## src/rtl/ps2_key_event_decoder.sv

```systemverilog
// ---------------------------------------------------------------------------
// ps2_key_event_decoder
//
// Purpose:
//   Turns the raw PS/2 set-2 scan-code byte stream from PS2_Controller into
//   one-cycle game actions (hit / stand / deal) for the blackjack FSM.
//   It does the following:
//     - decodes the make, break (F0) and extended (E0, E0 F0) sequences;
//     - fires an action only on the first make of a key, so typematic repeats
//       are ignored;
//     - enforces a minimum spacing between accepted actions (lockout);
//     - discards a dangling F0/E0 prefix if the following code byte never
//       arrives (prefix timeout).
//
// Ports:
//   CLOCK_50          in   1  system clock (50 MHz)
//   reset             in   1  asynchronous, active-high reset
//   received_data     in   8  scan-code byte from PS2_Controller
//   received_data_en  in   1  one-cycle strobe, received_data valid
//   hit_pulse         out  1  one-cycle pulse, hit action accepted
//   stand_pulse       out  1  one-cycle pulse, stand action accepted
//   deal_pulse        out  1  one-cycle pulse, deal action accepted
//   key_held          out  3  {deal,stand,hit} currently held down
//   last_code         out  8  last non-prefix, non-extended code decoded
//   lockout_active    out  1  high while the lockout counter is nonzero
// ---------------------------------------------------------------------------
module ps2_key_event_decoder #(
  parameter logic [7:0]  HIT_CODE       = 8'h33,
  parameter logic [7:0]  STAND_CODE     = 8'h1B,
  parameter logic [7:0]  DEAL_CODE      = 8'h23,
  parameter int unsigned LOCKOUT_CYCLES = 5_000_000,
  parameter int unsigned PREFIX_TIMEOUT = 2_500_000
) (
  input  logic       CLOCK_50,
  input  logic       reset,
  input  logic [7:0] received_data,
  input  logic       received_data_en,
  output logic       hit_pulse,
  output logic       stand_pulse,
  output logic       deal_pulse,
  output logic [2:0] key_held,
  output logic [7:0] last_code,
  output logic       lockout_active
);

  localparam int LW = $clog2(LOCKOUT_CYCLES + 1);
  localparam int PW = $clog2(PREFIX_TIMEOUT + 1);
  localparam logic [LW-1:0] LOCK_LOAD = LW'(LOCKOUT_CYCLES - 1);
  localparam logic [PW-1:0] PFX_LOAD  = PW'(PREFIX_TIMEOUT - 1);

  localparam logic [7:0] CODE_EXT = 8'hE0;
  localparam logic [7:0] CODE_BRK = 8'hF0;

  typedef enum logic [1:0] {
    S_IDLE    = 2'd0,
    S_BRK     = 2'd1,
    S_EXT     = 2'd2,
    S_EXT_BRK = 2'd3
  } state_t;

  state_t          r_state;
  logic [LW-1:0]   r_lock;
  logic [PW-1:0]   r_pfx;

  logic [2:0]      w_key_sel;   // one-hot {deal,stand,hit} match of the byte
  logic            w_is_ext;
  logic            w_is_brk;

  assign w_key_sel = {received_data == DEAL_CODE,
                      received_data == STAND_CODE,
                      received_data == HIT_CODE};
  assign w_is_ext  = (received_data == CODE_EXT);
  assign w_is_brk  = (received_data == CODE_BRK);

  assign lockout_active = (r_lock != '0);

  always_ff @(posedge CLOCK_50 or posedge reset) begin
    if (reset) begin
      r_state     <= S_IDLE;
      r_lock      <= '0;
      r_pfx       <= '0;
      hit_pulse   <= 1'b0;
      stand_pulse <= 1'b0;
      deal_pulse  <= 1'b0;
      key_held    <= 3'b000;
      last_code   <= 8'h00;
    end else begin
      hit_pulse   <= 1'b0;
      stand_pulse <= 1'b0;
      deal_pulse  <= 1'b0;

      // Saturating countdown. A reload below (accepted action) overrides it.
      // A make arriving in the cycle the counter hits zero still sees the
      // nonzero value, so it is dropped.
      if (r_lock != '0)
        r_lock <= r_lock - LW'(1);

      if (received_data_en) begin
        case (r_state)
          S_IDLE: begin
            if (w_is_ext) begin
              r_state <= S_EXT;
              r_pfx   <= PFX_LOAD;
            end else if (w_is_brk) begin
              r_state <= S_BRK;
              r_pfx   <= PFX_LOAD;
            end else if (w_key_sel != 3'b000) begin
              // Key already down: this is typematic repeat, so ignore it.
              if ((key_held & w_key_sel) == 3'b000) begin
                key_held  <= key_held | w_key_sel;
                last_code <= received_data;
                if (r_lock == '0) begin
                  {deal_pulse, stand_pulse, hit_pulse} <= w_key_sel;
                  r_lock <= LOCK_LOAD;
                end
              end
            end else begin
              last_code <= received_data;
            end
          end
          // Any byte after F0 is the break code. An E0 or F0 byte here is also
          // taken as the code; prefixes do not nest.
          S_BRK: begin
            key_held  <= key_held & ~w_key_sel;
            last_code <= received_data;
            r_state   <= S_IDLE;
          end
          S_EXT: begin
            if (w_is_brk) begin
              r_state <= S_EXT_BRK;
              r_pfx   <= PFX_LOAD;
            end else begin
              r_state <= S_IDLE;   // extended make: not a game key
            end
          end
          default: begin
            r_state <= S_IDLE;     // extended break: ignored
          end
        endcase
      end else if (r_state != S_IDLE) begin
        // Stale prefix: give up after the timeout. A strobe in the expiry cycle
        // takes the branch above, so that byte is still decoded.
        if (r_pfx == '0)
          r_state <= S_IDLE;
        else
          r_pfx <= r_pfx - PW'(1);
      end
    end
  end

endmodule
```

## config.mk

```make
export PLATFORM = sky130hd
export DESIGN_NAME = ps2_key_event_decoder
export DESIGN_NICKNAME = d
export VERILOG_FILES = /design/src/rtl/ps2_key_event_decoder.sv
export SDC_FILE = /design/constraint.sdc
export NUM_CORES = 1
export LEC_CHECK = 0
export BUFFER_PORTS_ARGS = -buffer_cell sky130_fd_sc_hd__buf_2
export CORE_MARGIN = 4
export CORE_UTILIZATION = 24
export CTS_CLUSTER_DIAMETER = 100
export DETAILED_ROUTE_END_ITERATION = 10
export MAX_ROUTING_LAYER = met4
export PLACE_DENSITY = 0.41
export SKIP_CTS_REPAIR_TIMING = 1
export SYNTH_ARGS = -nofsm -noshare
export SYNTH_HDL_FRONTEND = slang
export SYNTH_SLANG_ARGS = --single-unit
```

## constraint.sdc

```tcl
create_clock -name CLOCK_50 -period 3.2 [get_ports CLOCK_50]
set_clock_uncertainty 0.1 [all_clocks]
set_input_delay 0.96 -clock CLOCK_50 [delete_from_list [all_inputs] [get_ports CLOCK_50]]
set_output_delay 0.96 -clock CLOCK_50 [all_outputs]
set_load 0.05 [all_outputs]
```

==> flow_metrics.py <==
metrics = {
    "setup_path": {
        "r2r_end": "r_pfx[10]$_DFFE_PP0P_",
        "crit_path_end": "lockout_active",
        "crit_start": "r_lock[13]$_DFF_PP0_",
        "crit_arrival_ps": 2040,
        "start_kind": "flip-flop",
        "ff2ff_setup_slack_ps": 610,
        "cp-end-kind": "output port",
        "cp_max_fo": 9,
        "path_class": "flip-flop to output port",
        "rr_worst_depth": 7,
        "reg2reg_from": "r_pfx[0]$_DFFE_PP0P_",
        "crit_required_ps": 2140,
    },
    "global_routing": {
        "track_usage_pct": 10.81,
        "antenna_found_initial": 0,
        "grt_pass1_wl_mm": 13.13,
        "grt_pass1_vias": 2591,
        "grt_start_max_net_pins": 49,
        "grt_overflow": 0,
    },
    "routing": {
        "vias": 2555,
        "drt-met1-wl_mm": 3.798,
        "wl_met2_mm": 3.426,
        "drc": 0,
        "vias_per_cell": 4.776,
        "met3_length_um": 262,
        "drtAntennaViolNets": 0,
        "dr.first_iter.drc_count": 131,
        "wl_mm": 7.612,
        "dr.pass1.iters": 4,
        "top_layer": "met4",
        "post_drt_wl_per_cell_um": 14.23,
    },
    "sta": {
        "final.min_clock_period_ps": 3101,
        "setup_violations": 0,
        "slew_violations": 0,
        "finalSetupTns_ps": 0,
        "final_hold_viol_count": 0,
        "fmax_mhz": 322.5,
        "min_period_over_period_pct": 96.91,
        "max_slew_margin_pct": 40.81,
        "worst_pin_slew_ps": 886.2,
        "rsz0062_at_grt": "no",
    },
    "synthesis": {
        "synth.net_count": 335,
        "synth.distinct_cells": 61,
        "avgSynthCellArea_sq_um": 10.20,
        "ys.flop_type": "dfrtp_1",
        "ys_ff_latch": 61,
        "synth_area_sq_mm": 0.003263,
        "syn_inst": 320,
        "yosysSeqAreaShare_pct": 46.78,
        "synth_edf_count": 0,
        "async_reset_ff_share_pct": 100.0,
        "yosys_warnings": 0,
    },
    "floorplanning": {
        "chipWidth_um": 124.6,
        "die_y_um": 124.6,
        "die_area_sq_mm": 0.01553,
        "ios": 26,
        "coreArea_sq_mm": 0.01330,
        "initial_utilization_pct": 24.54,
        "rows": 42,
    },
    "cells_and_area": {
        "num-fill-cells": 1404,
        "final_common_cell": "dfrtp_1",
        "final_area_sq_mm": 0.003948,
        "diodes": 0,
        "final_cell_mix": "61 x dfrtp_1, 24 x buf_2, 21 x nor3_1, 21 x nor2_1, 17 x nand2_1",
        "area_growth_pct": 20.97,
        "final_nets": 370,
        "drive_above_1_share_pct": 20.89,
        "instances_no_fill": 535,
    },
    "worst_hold_path": {
        "hold_path.class": "flip-flop to flip-flop",
        "hold_depth": 1,
    },
    "clock_tree": {
        "cts.sinks": 61,
        "cts-buffers-inserted": 9,
        "clk_latency_ps": 340,
        "clock_path_buffers": 2,
        "cts_tree": "built",
        "root_buffer": "clkbuf_16",
        "clkTransAtPathRegs_ps": 50,
        "htree_levels": 3,
    },
    "placement": {
        "hpwl_mm": 5.338,
        "io_buffers": 25,
        "dp.cells": 520,
        "place_area_sq_mm": 0.003643,
        "gp_congestion": 0.7057,
    },
    "run": {
        "cap_violations": 0,
    },
    "power": {
        "vdd_ir_drop_max_mv": 0.2221,
        "leakage_uw": 0.001601,
        "total_power_uw": 2261,
        "cellPowerDensity_mw_per_mm2": 572.8,
    },
    "run_status": {
        "run_status": "finished clean",
    },
}
## sequential cells by signal, summed over array words and instances (netlist names), named ones only
signal       count
deal_pulse       1
hit_pulse        1
last_code        8
r_lock          23
r_pfx           22
r_state          2
stand_pulse      1
## logic make-up (layout without fill, tap and decap cells)
family | Yosys count | count (layout) | share of synthesized area [%]
simple gates | 130 | 130 | 24.12
compound gates | 77 | 77 | 17.25
flops | 61 | 61 | 46.78
buf+inv | 24 | 63 | 3.106
xor+xnor | 13 | 13 | 3.489
mux | 11 | 11 | 3.719
fa+ha+maj | 4 | 4 | 1.534
## through the flow
stage | hold WS [ps] | util, % | worst slack (ps)
floorplan | 334.8 | - | 437.3
global placement | 367.0 | 27.40 | 311.3
detailed placement | 362.6 | 27.40 | 283.6
CTS | 374.0 | 29.67 | 17.93
global route | 403.2 | 29.69 | 16.03
finish | 364.1 | 29.69 | 98.91
## worst max-delay path, stage by stage, from the launching register on
cell       delay, ps
dfrtp_1          420
or4_1            580
nand4bb_4        260
nor2_4           150
inv_2             90
buf_4            200
## layout make-up
cell class	instances	area, sq um	area share (%)
clock buffer	12	256.5	6.498
clock inverter	3	45.04	1.141
inverter	13	48.80	1.236
multi-input combinational	235	1635	41.43
sequential	61	1526	38.67
tap	176	220.2	5.578
timing repair buffer	35	215.2	5.452
## cell usage after synthesis (3+ instances only)
library cell,n,area [sq um]
nand4_1,3,18.77
a21oi_1,14,70.07
dfrtp_1,61,1526
ha_1,4,50.05
or4_1,7,52.55
nor4_1,7,43.79
nor3b_1,3,22.52
o21ai_0,16,80.08
and3_1,3,18.77
nor3_1,21,105.1
a31oi_1,7,43.79
nor2b_1,4,25.02
nand3_1,11,55.05
nand2_1,17,63.81
or2_2,3,18.77
o22a_1,5,43.79
or3_1,5,31.28
and2_1,5,31.28
inv_1,12,45.04
o31ai_1,7,52.55
xnor2_1,8,70.07
xor2_1,5,43.79
nand2b_1,4,25.02
mux2_2,9,101.4
nor2_1,21,78.83
clkbuf_1,8,30.03
a211oi_1,7,52.55
## power by group
group          switching, uW  internal, uW
logic                    191           123
clock network            350           641
registers               91.4           866
total                    632          1630
## worst min-delay path by stage
stage / from / end / slack (ps)
5_1_grt: r_lock[6]$_DFF_PP0_ / r_lock[6]$_DFF_PP0_ / 400
3_5_place_dp: r_lock[16]$_DFF_PP0_ / r_lock[16]$_DFF_PP0_ / 360
2_1_floorplan: r_lock[16]$_DFF_PP0_ / r_lock[16]$_DFF_PP0_ / 330
6_report: r_lock[16]$_DFF_PP0_ / r_lock[16]$_DFF_PP0_ / 360
3_3_place_gp: r_lock[21]$_DFF_PP0_ / r_lock[21]$_DFF_PP0_ / 370
4_1_cts: r_lock[16]$_DFF_PP0_ / r_lock[16]$_DFF_PP0_ / 370
## per-layer routing
| metal | vias up | track usage [%] |
|---|---|---|
| li1 | 1267 | - |
| met1 | 1245 | 14.01 |
| met2 | 32 | 15.55 |
| met3 | 11 | 3.473 |
| met4 | 0 | 4.513 |
| met5 | - | - |
Power figures use the tool's default switching activity.
